--- src/rtl/button_debouncer_if.sv ---
// Board-side button pin and the conditioned control signals handed to the blinker.
interface button_debouncer_if;
  logic btn_raw;
  logic pressed;
  logic press_pulse;
  logic release_pulse;
  logic long_pulse;
  logic toggle;

  modport master (
    output btn_raw,
    input  pressed, press_pulse, release_pulse, long_pulse, toggle
  );

  modport slave (
    input  btn_raw,
    output pressed, press_pulse, release_pulse, long_pulse, toggle
  );
endinterface

--- src/rtl/button_debouncer.sv ---
// Synchronises and debounces one raw push-button into a clean level, press/release/long
// strobes and a press-toggled enable.
module button_debouncer #(
  parameter int DEBOUNCE_CYCLES = 1000000,
  parameter int LONG_CYCLES     = 50000000,
  parameter bit ACTIVE_LOW      = 1'b1
) (
  input  logic clk,
  input  logic rst,
  button_debouncer_if.slave bus
);
  localparam int DB_W   = $clog2(DEBOUNCE_CYCLES);
  localparam int LONG_W = $clog2(LONG_CYCLES);
  localparam logic [DB_W-1:0]   DB_LAST   = DB_W'(DEBOUNCE_CYCLES - 1);
  localparam logic [LONG_W-1:0] LONG_LAST = LONG_W'(LONG_CYCLES - 1);

  typedef enum logic [2:0] {
    S_RELEASED,
    S_DB_PRESS,
    S_HELD,
    S_LONG_HELD,
    S_DB_RELEASE
  } state_t;

  logic [1:0]        r_sync;
  state_t            r_state,     w_state;
  logic [DB_W-1:0]   r_db_cnt,    w_db_cnt;
  logic [LONG_W-1:0] r_long_cnt,  w_long_cnt;
  logic              r_long_done, w_long_done;
  logic              r_pressed,   w_pressed;
  logic              r_press_pulse, w_press_pulse;
  logic              r_release_pulse, w_release_pulse;
  logic              r_long_pulse, w_long_pulse;
  logic              r_toggle,    w_toggle;
  logic              w_act;

  // Sync flops idle at the released pin level so reset never looks like a press.
  always_ff @(posedge clk or posedge rst) begin
    if (rst) r_sync <= {2{ACTIVE_LOW}};
    else     r_sync <= {r_sync[0], bus.btn_raw};
  end

  assign w_act = r_sync[1] ^ ACTIVE_LOW;

  always_ff @(posedge clk or posedge rst) begin
    if (rst) begin
      r_state         <= S_RELEASED;
      r_db_cnt        <= '0;
      r_long_cnt      <= '0;
      r_long_done     <= 1'b0;
      r_pressed       <= 1'b0;
      r_press_pulse   <= 1'b0;
      r_release_pulse <= 1'b0;
      r_long_pulse    <= 1'b0;
      r_toggle        <= 1'b0;
    end else begin
      r_state         <= w_state;
      r_db_cnt        <= w_db_cnt;
      r_long_cnt      <= w_long_cnt;
      r_long_done     <= w_long_done;
      r_pressed       <= w_pressed;
      r_press_pulse   <= w_press_pulse;
      r_release_pulse <= w_release_pulse;
      r_long_pulse    <= w_long_pulse;
      r_toggle        <= w_toggle;
    end
  end

  always_comb begin
    w_state         = r_state;
    w_db_cnt        = r_db_cnt;
    w_long_cnt      = r_long_cnt;
    w_long_done     = r_long_done;
    w_pressed       = r_pressed;
    w_press_pulse   = 1'b0;
    w_release_pulse = 1'b0;
    w_long_pulse    = 1'b0;
    w_toggle        = r_toggle;
    unique case (r_state)
      S_RELEASED: begin
        if (w_act) begin
          w_state  = S_DB_PRESS;
          w_db_cnt = '0;
        end
      end
      S_DB_PRESS: begin
        if (!w_act) begin
          w_state  = S_RELEASED;
          w_db_cnt = '0;
        end else if (r_db_cnt == DB_LAST) begin
          w_state       = S_HELD;
          w_press_pulse = 1'b1;
          w_pressed     = 1'b1;
          w_toggle      = ~r_toggle;
          w_long_cnt    = '0;
          w_long_done   = 1'b0;
        end else begin
          w_db_cnt = r_db_cnt + 1'b1;
        end
      end
      S_HELD: begin
        if (!w_act) begin
          w_state  = S_DB_RELEASE;
          w_db_cnt = '0;
        end else if (r_long_cnt == LONG_LAST) begin
          w_state      = S_LONG_HELD;
          w_long_pulse = 1'b1;
          w_long_done  = 1'b1;
        end else begin
          w_long_cnt = r_long_cnt + 1'b1;
        end
      end
      S_LONG_HELD: begin
        if (!w_act) begin
          w_state  = S_DB_RELEASE;
          w_db_cnt = '0;
        end
      end
      S_DB_RELEASE: begin
        // A bounce resumes the hold where it left off; long_cnt stays frozen meanwhile.
        if (w_act) begin
          w_state  = r_long_done ? S_LONG_HELD : S_HELD;
          w_db_cnt = '0;
        end else if (r_db_cnt == DB_LAST) begin
          w_state         = S_RELEASED;
          w_release_pulse = 1'b1;
          w_pressed       = 1'b0;
          w_db_cnt        = '0;
        end else begin
          w_db_cnt = r_db_cnt + 1'b1;
        end
      end
      default: w_state = S_RELEASED;
    endcase
  end

  assign bus.pressed       = r_pressed;
  assign bus.press_pulse   = r_press_pulse;
  assign bus.release_pulse = r_release_pulse;
  assign bus.long_pulse    = r_long_pulse;
  assign bus.toggle        = r_toggle;
endmodule

--- src/flat_wrapper.sv ---
// flat-port wrapper written by rule: the top's interface ports become plain ports
module button_debouncer_flat 
#(
  parameter int DEBOUNCE_CYCLES = 1000000,
  parameter int LONG_CYCLES     = 50000000,
  parameter bit ACTIVE_LOW      = 1'b1
)
  (clk, rst, bus_btn_raw, bus_pressed, bus_press_pulse, bus_release_pulse, bus_long_pulse, bus_toggle);
  button_debouncer_if bus_i ();
  input  logic clk;
  input  logic rst;
  input wire logic [$bits(bus_i.btn_raw)-1:0] bus_btn_raw;
  output wire logic [$bits(bus_i.pressed)-1:0] bus_pressed;
  output wire logic [$bits(bus_i.press_pulse)-1:0] bus_press_pulse;
  output wire logic [$bits(bus_i.release_pulse)-1:0] bus_release_pulse;
  output wire logic [$bits(bus_i.long_pulse)-1:0] bus_long_pulse;
  output wire logic [$bits(bus_i.toggle)-1:0] bus_toggle;
  assign bus_i.btn_raw = bus_btn_raw;
  assign bus_pressed = bus_i.pressed;
  assign bus_press_pulse = bus_i.press_pulse;
  assign bus_release_pulse = bus_i.release_pulse;
  assign bus_long_pulse = bus_i.long_pulse;
  assign bus_toggle = bus_i.toggle;
  button_debouncer #(.DEBOUNCE_CYCLES(DEBOUNCE_CYCLES), .LONG_CYCLES(LONG_CYCLES), .ACTIVE_LOW(ACTIVE_LOW)) u_core (.clk(clk), .rst(rst), .bus(bus_i));
endmodule
--- config.mk ---
export PLATFORM = sky130hd
export DESIGN_NAME = button_debouncer_flat
export DESIGN_NICKNAME = d
export VERILOG_FILES = /design/src/rtl/button_debouncer_if.sv /design/src/rtl/button_debouncer.sv /design/src/flat_wrapper.sv
export SDC_FILE = /design/constraint.sdc
export NUM_CORES = 1
export LEC_CHECK = 0
export ABC_CLOCK_PERIOD_IN_PS = 2200
export CAP_MARGIN = 20
export CELL_PAD_IN_SITES_DETAIL_PLACEMENT = 1
export CELL_PAD_IN_SITES_GLOBAL_PLACEMENT = 2
export CORE_MARGIN = 8
export CORE_UTILIZATION = 35
export DETAILED_ROUTE_END_ITERATION = 10
export PLACE_DENSITY_LB_ADDON = 0.05
export SYNTH_ARGS = -nofsm -noshare
export SYNTH_HDL_FRONTEND = slang
export SYNTH_SLANG_ARGS = --single-unit
--- constraint.sdc ---
create_clock -name clk -period 2.2 [get_ports clk]
set_input_delay 0.55 -clock clk [delete_from_list [all_inputs] [get_ports clk]]
set_output_delay 0.55 -clock clk [all_outputs]
set_load 0.01 [all_outputs]
## Yosys cells after proc, flatten, opt, wreduce, memory -nomap -nowiden

Index checks and enable logic that the tools add are counted.

- Add/sub/neg operators: 2
- Equality and inequality tests: 20
- Multiplexer cells: 39
- Bitwise operators: 2
- Reduce and logical (&&, ||, !) cells: 11

Operators with widths:

| operator | count |
|---|---|
| two-way mux 20 bit | 6 |
| two-way mux 26 bit | 4 |
| one-hot mux 20 bit (4 select lines) | 1 |
| one-hot mux 26 bit (2 select lines) | 1 |
| adder 26 x 1 -> 26 bit, second input constant | 1 |
| equality test 26 bit, second input constant | 1 |
| two-way mux 3 bit | 8 |
| adder 20 x 1 -> 20 bit, second input constant | 1 |
| equality test 20 bit, second input constant | 1 |
| AND reduction 5 bit | 4 |
| two-way mux 1 bit | 16 |
| one-hot mux 3 bit (5 select lines) | 1 |
| != test 2 x 1 -> 1 bit, second input constant | 6 |
| != test 2 bit, second input constant | 4 |
| equality test 3 x 2 -> 1 bit, second input constant | 2 |
| != test 3 x 1 -> 1 bit, second input constant | 2 |
| one-hot mux 1 bit (2 select lines) | 2 |
| AND reduction 4 bit | 1 |
| nonzero test 2 bit | 2 |
| nonzero test 4 bit | 1 |
| equality test 3 x 1 -> 1 bit, second input constant | 1 |
| equality test 3 bit, second input constant | 1 |
| logical NOT 3 bit | 1 |
| != test 3 x 2 -> 1 bit, second input constant | 1 |
| 4 further kinds | 5 |

- Bits in registers: 57

## Longest topological paths before layout

Gate-level depths: netlist of run 1.

- Depth after elaboration: 4
- Mapped depth: 8

## Worst setup path after synthesis of run 1

OpenSTA, ideal clock, no wires.

- Kind: flip-flop to flip-flop
- Start point: reg u_core.r_db_cnt[15]
- End point: reg u_core.r_long_cnt[2]
- Setup time: 0.077 ns
- Arrival: 2.133 ns
- Slack: -0.010 ns
- Cell stages (with the launch flop): 7
- Path buffers: 1
- Cell sequence: dfrtp_1 > or4b_4 > nor4_4 > a21boi_2 > buf_6 > or4_1 > a21oi_1

- Cells in the longest elaborated chain, start to end: 3

Ends and longest elaborated chain:

| item | line | source |
|---|---|---|
| start, declared | button_debouncer.sv:27 | `logic [DB_W-1:0] r_db_cnt, w_db_cnt;` |
| start signal, assigned | button_debouncer.sv:58 | `r_db_cnt <= w_db_cnt;` |
| equality test 20 bit | button_debouncer.sv:90 | `end else if (r_db_cnt == DB_LAST) begin` |
| != test 2 x 1 -> 1 bit (no line) | -- |  |
| AND reduction 5 bit (no line) | -- |  |
| end signal, assigned | button_debouncer.sv:59 | `r_long_cnt <= w_long_cnt;` |
| end, declared | button_debouncer.sv:28 | `logic [LONG_W-1:0] r_long_cnt, w_long_cnt;` |

No other way between the ends.
A chain may end at the register's enable or synchronous reset.

## Final worst setup path of run 1

- Start point: reg u_core.r_db_cnt[15]
- End point: reg u_core.r_long_cnt[7]

The elaborated chain is that of the path after synthesis.

==> results.toml, run 1 <==
[run_status]
outcome = "completed"

[setup_path]
worst-path-max-fanout = 5
worstPathRequired_ns = 2.47
start_kind = "flip-flop"
crit_arrival_ns = 2.44
cp-end-kind = "flip-flop"
crit_type = "reg -> reg"
reg2reg_depth = 7

[detailed_routing]
drt_wl_total_mm = 9.87
wl_met1_mm = 4.55
num_vias = 3075
drt_iter0_drc = 104
dr.max_layer_used = "met4"
viasPerCell = 5.67
wl_met2_mm = 4.99
wl_per_cell_um = 18.2
ant_nets = 0
dr.pass1.iters = 4
drc_errors = 0
wl_met3_um = 203

[finish]
multi_input_area_mm2 = 0.00181
area_growth_pct = 27.5
fin_util_pct = 45.7
antenna_cells = 0
final_nets = 431
final_layout_size_suffix_gt1_share_pct = 24.6
regArea_mm2 = 0.00143
final.fill_count = 1075

[timing]
max_freq_ghz = 0.462
finalHoldWorstSlack_ns = 0.358
slew_headroom_pct = 63.0
min_period_over_period_pct = 98.4
rsz0062_at_grt = "yes"
worst_slew_pin_slew_ns = 0.550
skew_ns = 0.0131
hold_viol_final = 0
fin_crit_ns = 2.16
final_max_slew_viol_count = 0
setup_viol = 0

[yosys]
synthMostInstantiatedCell = "dfrtp_1"
synth_top_area_share_pct = 42.0
yosysTopAreaCell = "dfrtp_1"
ys_ff_latch = 57
synth-seq-area-share_pct = 43.6
syn_area_per_cell_um2 = 8.96
synth_ff_type = "dfrtp_1"
netlist_area_mm2 = 0.00328
ys_top_cells_by_count = "55 x dfrtp_1, 31 x a21oi_1, 27 x nand2_1"
synth-async-reset-ratio_pct = 100
ys_top_cells_by_area = "dfrtp_1 42%, or3_1 5.0%, a21oi_1 4.7%"
synthesis.nets = 371
synth_warnings = 0
synth-edff-count = 0
synth_cells = 366
synthDistinctLibCells = 55

[cts]
cts_buffers = 9
cts_hold_buf = 0
cts_tree = "yes"
cts.sinks = 57
clock_path_buffers = 2
clock_latency_ns = 0.35
clkTransAtPathRegs_ns = 0.07
htreeDepth = 3
clockRootBuffer = "clkbuf_8"

[die]
num_io_pins = 8
fp.dieArea_mm2 = 0.0127
coreArea_mm2 = 0.00915
rows = 35
die_h_um = 113
start_util_pct = 35.8
die_w_um = 113

[grt]
grt_max_degree = 58
grtUsageTotal_pct = 16.2
antenna_found_initial = 0
grt-ovfl-total = 0
first_global_vias = 3159
grt_pass1_wl_mm = 16.5

[pwr]
p_sw_w = 0.000588
power_density_mw_per_mm2 = 541
internal_power_w = 0.00168
vdd_ir_drop_max_mv = 0.358
clock_power_share_pct = 45.0
p_leak_nw = 1.63
seqPwrFrac_pct = 46.9
combPwrFrac_pct = 8.1
p_sw_share_pct = 26.0

[hold_path]
whs_path_depth = 0
worstHoldPathType = "reg -> reg"

[run]
drv_cap = 0

[placed_design]
place.gp.congestion = 0.786
dp_hpwl_mm = 6.91
port_buffers = 7
-- worst max-delay path, cell delays in order (launching register included) --
cell and delay [ns]:
dfrtp_1 0.38, or4b_4 0.56, nor4_4 0.13, buf_4 0.17
buf_4 0.13, a21boi_4 0.08, or4b_4 0.51, a21oi_1 0.13
-- flip-flops by register name, summed over array words and instances, names as in the netlist --
register,cells
u_core.r_sync,2
u_core.r_long_cnt,26
u_core.r_state,3
u_core.r_db_cnt,20
u_core.bus.toggle,1
u_core.bus.press_pulse,1
u_core.r_long_done,1
u_core.bus.release_pulse,1
u_core.bus.pressed,1
u_core.bus.long_pulse,1
-- layout by cell type, fill, tap and decap left out, drive strengths merged, types with 11 or more instances in the layout --
cell type  synthesis  final
or3               26     26
nand3             26     26
dfrtp             55     55
a21oi             31     31
inv               11     11
o21ai             26     26
nand4             18     18
nor2              25     25
nor3              12     12
nand2             27     27
buf                9     58
-- cell families (layout without fill, tap and decap cells) --
logic type	Yosys count	count (layout)	share of synthesized area, %
compound gates	85	86	15.8
mux	4	4	1.30
buf+inv	28	92	3.97
flops	57	57	43.6
xor+xnor	12	12	3.20
fa+ha+maj	2	2	0.763
simple gates	178	178	31.4
-- routing by layer --
layer  global-route usage (%)  vias to the layer above
met2                     27.7                       25
li1                         -                     1500
met5                        0                        -
met4                     4.86                        0
met3                     3.25                       10
met1                     20.2                     1540
-- area by class of cell --
class / instances / area share [%]
Clock buffer: 10 / 3.29
Clock inverter: 6 / 1.38
Inverter: 11 / 0.987
Multi-Input combinational cell: 282 / 43.4
Sequential cell: 57 / 34.2
Tap cell: 111 / 3.32
Timing Repair Buffer: 65 / 13.5
-- per-stage QoR --
step                instances  setup WS (ns)  setup TNS, ns  cell area, µm²  total power, W
finish                    542         0.0362              0            4180         0.00226
global route              542        -0.0348        -0.0583            4180         0.00236
CTS                       536         0.0240              0            4040         0.00229
detailed placement        520       0.000791              0            3830         0.00125
global placement          520         0.0499              0            3830         0.00125
floorplan                 366       -0.00957        -0.0191            3280         0.00117
-- path summary, 6_finish.rpt --
path	from	end	slack, ns
max in group asynchronous	rst	u_core.r_sync[1]	1.31
worst min register to register	u_core.r_sync[0]	u_core.r_sync[1]	0.36
worst max-delay path	u_core.r_db_cnt[15]	u_core.r_long_cnt[7]	0.04
worst min-delay path	u_core.r_sync[0]	u_core.r_sync[1]	0.36
min in group asynchronous	rst	u_core.r_long_cnt[13]	0.58
worst max register to register	u_core.r_db_cnt[15]	u_core.r_long_cnt[7]	0.04
-- repair_timing --
action	in CTS	in global routing
buffers inserted	0	5
resized for setup	1	19
setup endpoints to repair	2	43
pin swaps	0	3
cloned	0	1
-- power by group through the flow --
stage	combinational [W]	clock, W	sequential (W)
after detailed placement	0.000166	0	0.00108
after floorplan	0.0000943	0	0.00108
final	0.000183	0.00102	0.00106
after global routing	0.000200	0.00110	0.00106
after global placement	0.000163	0	0.00108
after CTS	0.000168	0.00106	0.00106
Note: power is estimated with default switching activity, not from simulation.
==> inputs of run 2 (changes only) <==
Settings changed: ABC_CLOCK_PERIOD_IN_PS 2200 to 2800, CORE_UTILIZATION 35 to 42.
Clock period 2.2 ns to 2.8 ns, I/O delays scaled along.
==> run 2 against run 1 <==
Compared with the run above:
- clock skew shrank 0.0050 ns
- hold slack gained 0.00055 ns
- clock power shrank 32%
- sequential power shrank 21%
- register-to-register slack gained 0.25 ns
- global-route usage grew 0.63 points
- non-clock buffer count shrank 46
- sequential share of layout area grew 4.5 points
==> results.toml, run 2 (synthesis results as in run 1) <==
[run_status]
outcome = "completed"

[setup_path]
worst_r2r_startpoint = "u_core.r_db_cnt[15]"
worstPathRequired_ns = 3.07
reg2reg_depth = 6
r2r_end = "u_core.r_long_cnt[16]"
path_depth = 6
crit_type = "reg -> reg"
start_kind = "flip-flop"
worst-path-max-fanout = 25
cp-end-kind = "flip-flop"
cp_cell_sequence = "or4b_4 -> nor4_4 -> a21boi_4 -> buf_12 -> or3_1 -> a21oi_1"
path_delay_family = "simple AND/OR/NAND/NOR gates"
cp_slowest_cell = "or4b_4"
cpPeakStageDelay_ns = 0.58
crit_arrival_ns = 2.78
r2r_slack_ns = 0.29
path_buf_inv = 1

[pwr]
p_leak_nw = 1.35
vdd_ir_drop_max_mv = 0.223
power.total_w = 0.00164
power_density_mw_per_mm2 = 443

[timing]
finalSetupTns_ns = 0
slew_headroom_pct = 47.5
worst_slew_pin_slew_ns = 0.780
setup_viol = 0
max_freq_ghz = 0.398
skew_ns = 0.00815
rsz0062_at_grt = "no"
fin_crit_ns = 2.51
min_period_over_period_pct = 89.8
final_max_slew_viol_count = 0
hold_viol_final = 0

[cts]
cts_tree = "yes"
cts_hold_buf = 0
clkTransAtPathRegs_ns = 0.07
clock_path_buffers = 2
clock_latency_ns = 0.34
clockRootBuffer = "clkbuf_8"
htreeDepth = 3
cts.sinks = 57
cts_buffers = 9

[detailed_routing]
num_vias = 2948
drt_wl_total_mm = 8.67
wl_per_cell_um = 17.8
ant_nets = 0
dr.pass1.iters = 4
drt_iter0_drc = 96
drc_errors = 0
viasPerCell = 6.07

[die]
coreArea_mm2 = 0.00765
num_io_pins = 8
die_h_um = 104
start_util_pct = 42.9
die_w_um = 104
rows = 32
fp.dieArea_mm2 = 0.0109

[finish]
final_common_cell = "dfrtp_1"
final.fill_count = 899
area_growth_pct = 12.7
antenna_cells = 0
final_nets = 384
top_regs = "u_core.r_long_cnt (26), u_core.r_db_cnt (20), u_core.r_state (3)"
regMostFlops = "u_core.r_long_cnt"
layout_common_cells = "55 x dfrtp_1, 31 x a21oi_1, 27 x nand2_1"
multi_input_area_mm2 = 0.00173
regArea_mm2 = 0.00143
largest_reg_flops = 26
final_layout_size_suffix_gt1_share_pct = 11.5

[hold_path]
worstHoldPathType = "reg -> reg"
holdPathEnd = "u_core.r_sync[1]"
whs_path_depth = 0
hp-start = "u_core.r_sync[0]"

[grt]
antenna_found_initial = 0
grt-ovfl-total = 0
first_global_vias = 3137
grtUsageTotal_pct = 16.9
grt_max_degree = 58
grt_pass1_wl_mm = 15.2

[placed_design]
dp_hpwl_mm = 5.96
port_buffers = 7
place.gp.congestion = 0.790

[run]
drv_cap = 0
run 2: changes by cell type in the layout (fill, tap and decap cells not counted), moves of 2 or more:
cell | before | now
buf_4 | 52 | 9
a21oi_1 | 29 | 31
buf_6 | 2 | 0
a21oi_2 | 2 | 0
run 2: layer usage:
layer	up-vias	GRT usage, %	wire length [µm]	part of all wire [%]
met1	1491	19.8	3960	46
met3	15	2.73	191	2.2
met2	37	29.4	4360	50
met4	0	7.45	164	1.9
li1	1405	-	-	-
met5	-	0	0	0
run 2: worst max path at each step:
stage | from | endpoint | slack, ns
6_report | u_core.r_db_cnt[15] | u_core.r_long_cnt[16] | 0.29
4_1_cts | u_core.r_db_cnt[0] | u_core.r_long_cnt[16] | 0.11
5_1_grt | u_core.r_db_cnt[15] | u_core.r_long_cnt[17] | 0.15
3_5_place_dp | u_core.r_db_cnt[0] | u_core.r_long_cnt[16] | 0.14
3_3_place_gp | u_core.r_db_cnt[0] | u_core.r_long_cnt[25] | 0.29
2_1_floorplan | u_core.r_db_cnt[15] | u_core.r_long_cnt[2] | 0.59
run 2: what timing repair did:
item | 4_1_cts | 5_1_grt
setup endpoints to repair | 0 | 17
buffers inserted | 0 | 2
resized for setup | 0 | 1
run 2: worst register-to-register path, stage by stage, from the launching register on:
cell and delay, ns:
dfrtp_1 0.44, or4b_4 0.58, nor4_4 0.44, a21boi_4 0.26
buf_12 0.23, or3_1 0.34, a21oi_1 0.15
run 2: final cells by class:
type                    instances  share of cell area (%)
multi-input cells             281                    46.8
flip-flops and latches         57                    38.7
repair buffers                 19                    5.35
clock buffers                  11                    3.83
well taps                     102                    3.45
inverters                      11                    1.12
clock inverters                 5                   0.846
run 2: power by group:
group,switching [W],leakage (nW),internal [W]
combinational,0.0000694,0.474,0.0000308
clock,0.000355,0.0891,0.000342
sequential,0.00000957,0.787,0.000830
total,0.000434,1.35,0.00120
run 2: per-stage QoR:
step                area [µm²]  std cells  hold WS [ns]  util [%]  worst slack, ns
global placement          3500        468         0.347      45.8            0.294
global route              3700        486         0.363      48.3            0.147
finish                    3700        486         0.359      48.3            0.285
CTS                       3670        484         0.361      48.0            0.110
detailed placement        3500        468         0.350      45.8            0.137
floorplan                 3280        366         0.345         -            0.590
==> inputs of run 3 (changes only) <==
Settings changed: CORE_UTILIZATION 42 to 43, DONT_BUFFER_PORTS set to 1, REMOVE_ABC_BUFFERS set to 1.
==> run 3 against run 2 <==
Compared with the run above:
- total power up 10%
- design area down 0.95%
- wire length up 4.1%
- non-clock buffer count down 6
- flip-flop and latch count unchanged
- core utilization about the same
==> results.toml, run 3 (synthesis results as in run 1) <==
[detailed_routing]
dr.pass1.iters = 4
wl_met1_mm = 4.03
wl_per_cell_um = 18.8
dr.max_layer_used = "met4"
drt_iter0_drc = 70
drc_errors = 0
wl_met3_um = 163
drt_wl_total_mm = 9.03
num_vias = 2898
wl_met2_mm = 4.69
ant_nets = 0
viasPerCell = 6.04

[pwr]
seqPwrFrac_pct = 46.3
combPwrFrac_pct = 5.5
internal_power_w = 0.00136
clock_power_share_pct = 48.2
power.total_w = 0.00180
p_leak_nw = 1.34
p_sw_w = 0.000444
vdd_ir_drop_max_mv = 0.188
power_density_mw_per_mm2 = 493
p_sw_share_pct = 24.6

[placed_design]
place.gp.congestion = 0.782
dp_hpwl_mm = 6.11
port_buffers = 0
placed_cells = 464

[die]
fp.dieArea_mm2 = 0.0107
num_io_pins = 8
start_util_pct = 43.3
coreArea_mm2 = 0.00757
die_h_um = 103
die_w_um = 103
rows = 32

[cts]
clock_latency_ns = 0.34
cts_tree = "yes"
cts.sinks = 57
cts_buffers = 9
clockRootBuffer = "clkbuf_8"
postCtsSetupBuffers = 0
cts_resized = 0
clock_path_buffers = 2
clkTransAtPathRegs_ns = 0.07
cts_hold_buf = 0
htreeDepth = 3

[grt]
grt_pass1_wl_mm = 15.6
first_global_vias = 3087
grtUsageTotal_pct = 18.9
antenna_found_initial = 0
grt-ovfl-total = 0
grt_max_degree = 48

[finish]
antenna_cells = 0
final_nets = 378
final_layout_size_suffix_gt1_share_pct = 11.9
largest_reg_flops = 26
layout_common_cells = "55 x dfrtp_1, 31 x a21oi_1, 27 x nand2_1"
area_growth_pct = 11.6
top_regs = "u_core.r_long_cnt (26), u_core.r_db_cnt (20), u_core.r_state (3)"
final_common_cell = "dfrtp_1"
fin_cells = 480
regMostFlops = "u_core.r_long_cnt"

[setup_path]
crit_type = "reg -> reg"
worstPathRequired_ns = 3.06
worst-path-max-fanout = 47
r2r_slack_ns = 0.28
crit_arrival_ns = 2.78
start_kind = "flip-flop"
cp-end-kind = "flip-flop"

[timing]
final_max_slew_viol_count = 0
worst_slew_pin_slew_ns = 0.631
hold_viol_final = 0
finalSetupTns_ns = 0
skew_ns = 0.00470
setup_viol = 0
max_freq_ghz = 0.397
min_period_over_period_pct = 89.9
slew_headroom_pct = 57.6
fin_crit_ns = 2.52
rsz0062_at_grt = "no"

[hold_path]
worstHoldPathType = "in -> async"

[run]
drv_cap = 0

[run_status]
outcome = "completed"
-- run 3: cell types whose count changed in the layout (fill, tap and decap cells not counted), sizes merged --
cell           delta
buf               +1
bufinv            +2
clkbuf            -1
clkdlybuf4s50     -7
clkinv            -2
clkinvlp          +1
-- run 3: power by group through the flow --
| stage | logic [W] | clock network [W] | registers [W] |
|---|---|---|---|
| after floorplan | 0.0000597 | 0 | 0.000852 |
| after global placement | 0.0000995 | 0 | 0.000851 |
| after detailed placement | 0.000101 | 0 | 0.000851 |
| after CTS | 0.000102 | 0.000890 | 0.000835 |
| after global routing | 0.000113 | 0.000925 | 0.000836 |
| final | 0.0000991 | 0.000869 | 0.000836 |
-- run 3: cell type report --
cell class,instances,area [µm²]
fill,886,3910
clock buffer,10,128
timing repair buffer,13,123
multi-input combinational,281,1720
sequential,57,1430
clock inverter,6,92.6
tap,102,128
inverter,11,41.3
-- run 3: critical path, stage by stage (launching register included) --
cell	delay, ns
dfrtp_1	0.44
nor4b_1	0.54
and3_1	0.39
a21boi_2	0.08
buf_4	0.26
or4b_1	0.53
a21oi_1	0.18
-- run 3: layer usage --
layer | global-route usage [%] | up-vias
li1 | - | 1396
met1 | 22.4 | 1466
met2 | 33.2 | 24
met3 | 4.02 | 12
met4 | 6.45 | 0
met5 | 0 | -
-- run 3: worst paths after layout --
path | startpoint | end | cells past startpoint
worst min-delay path | rst | u_core.bus.press_pulse | 1
worst min register to register | u_core.r_sync[0] | u_core.r_sync[1] | 0
min in group clk | bus_btn_raw | u_core.r_sync[0] | 0
worst max register to register | u_core.r_db_cnt[6] | u_core.r_long_cnt[7] | 6
worst max-delay path | u_core.r_db_cnt[6] | u_core.r_long_cnt[7] | 6
max in group asynchronous | rst | u_core.r_long_cnt[23] | 2
-- run 3: per-stage QoR --
step / setup slack [ns] / util [%] / hold WS [ns] / instance area (µm²)
2_1_floorplan: 0.0960 / - / 0.345 / 3190
3_3_place_gp: 0.428 / 45.5 / 0.346 / 3440
3_5_place_dp: 0.321 / 45.5 / 0.349 / 3440
4_1_cts: 0.302 / 48.4 / 0.300 / 3660
5_1_grt: 0.0985 / 48.4 / 0.322 / 3660
6_report: 0.281 / 48.4 / 0.293 / 3660
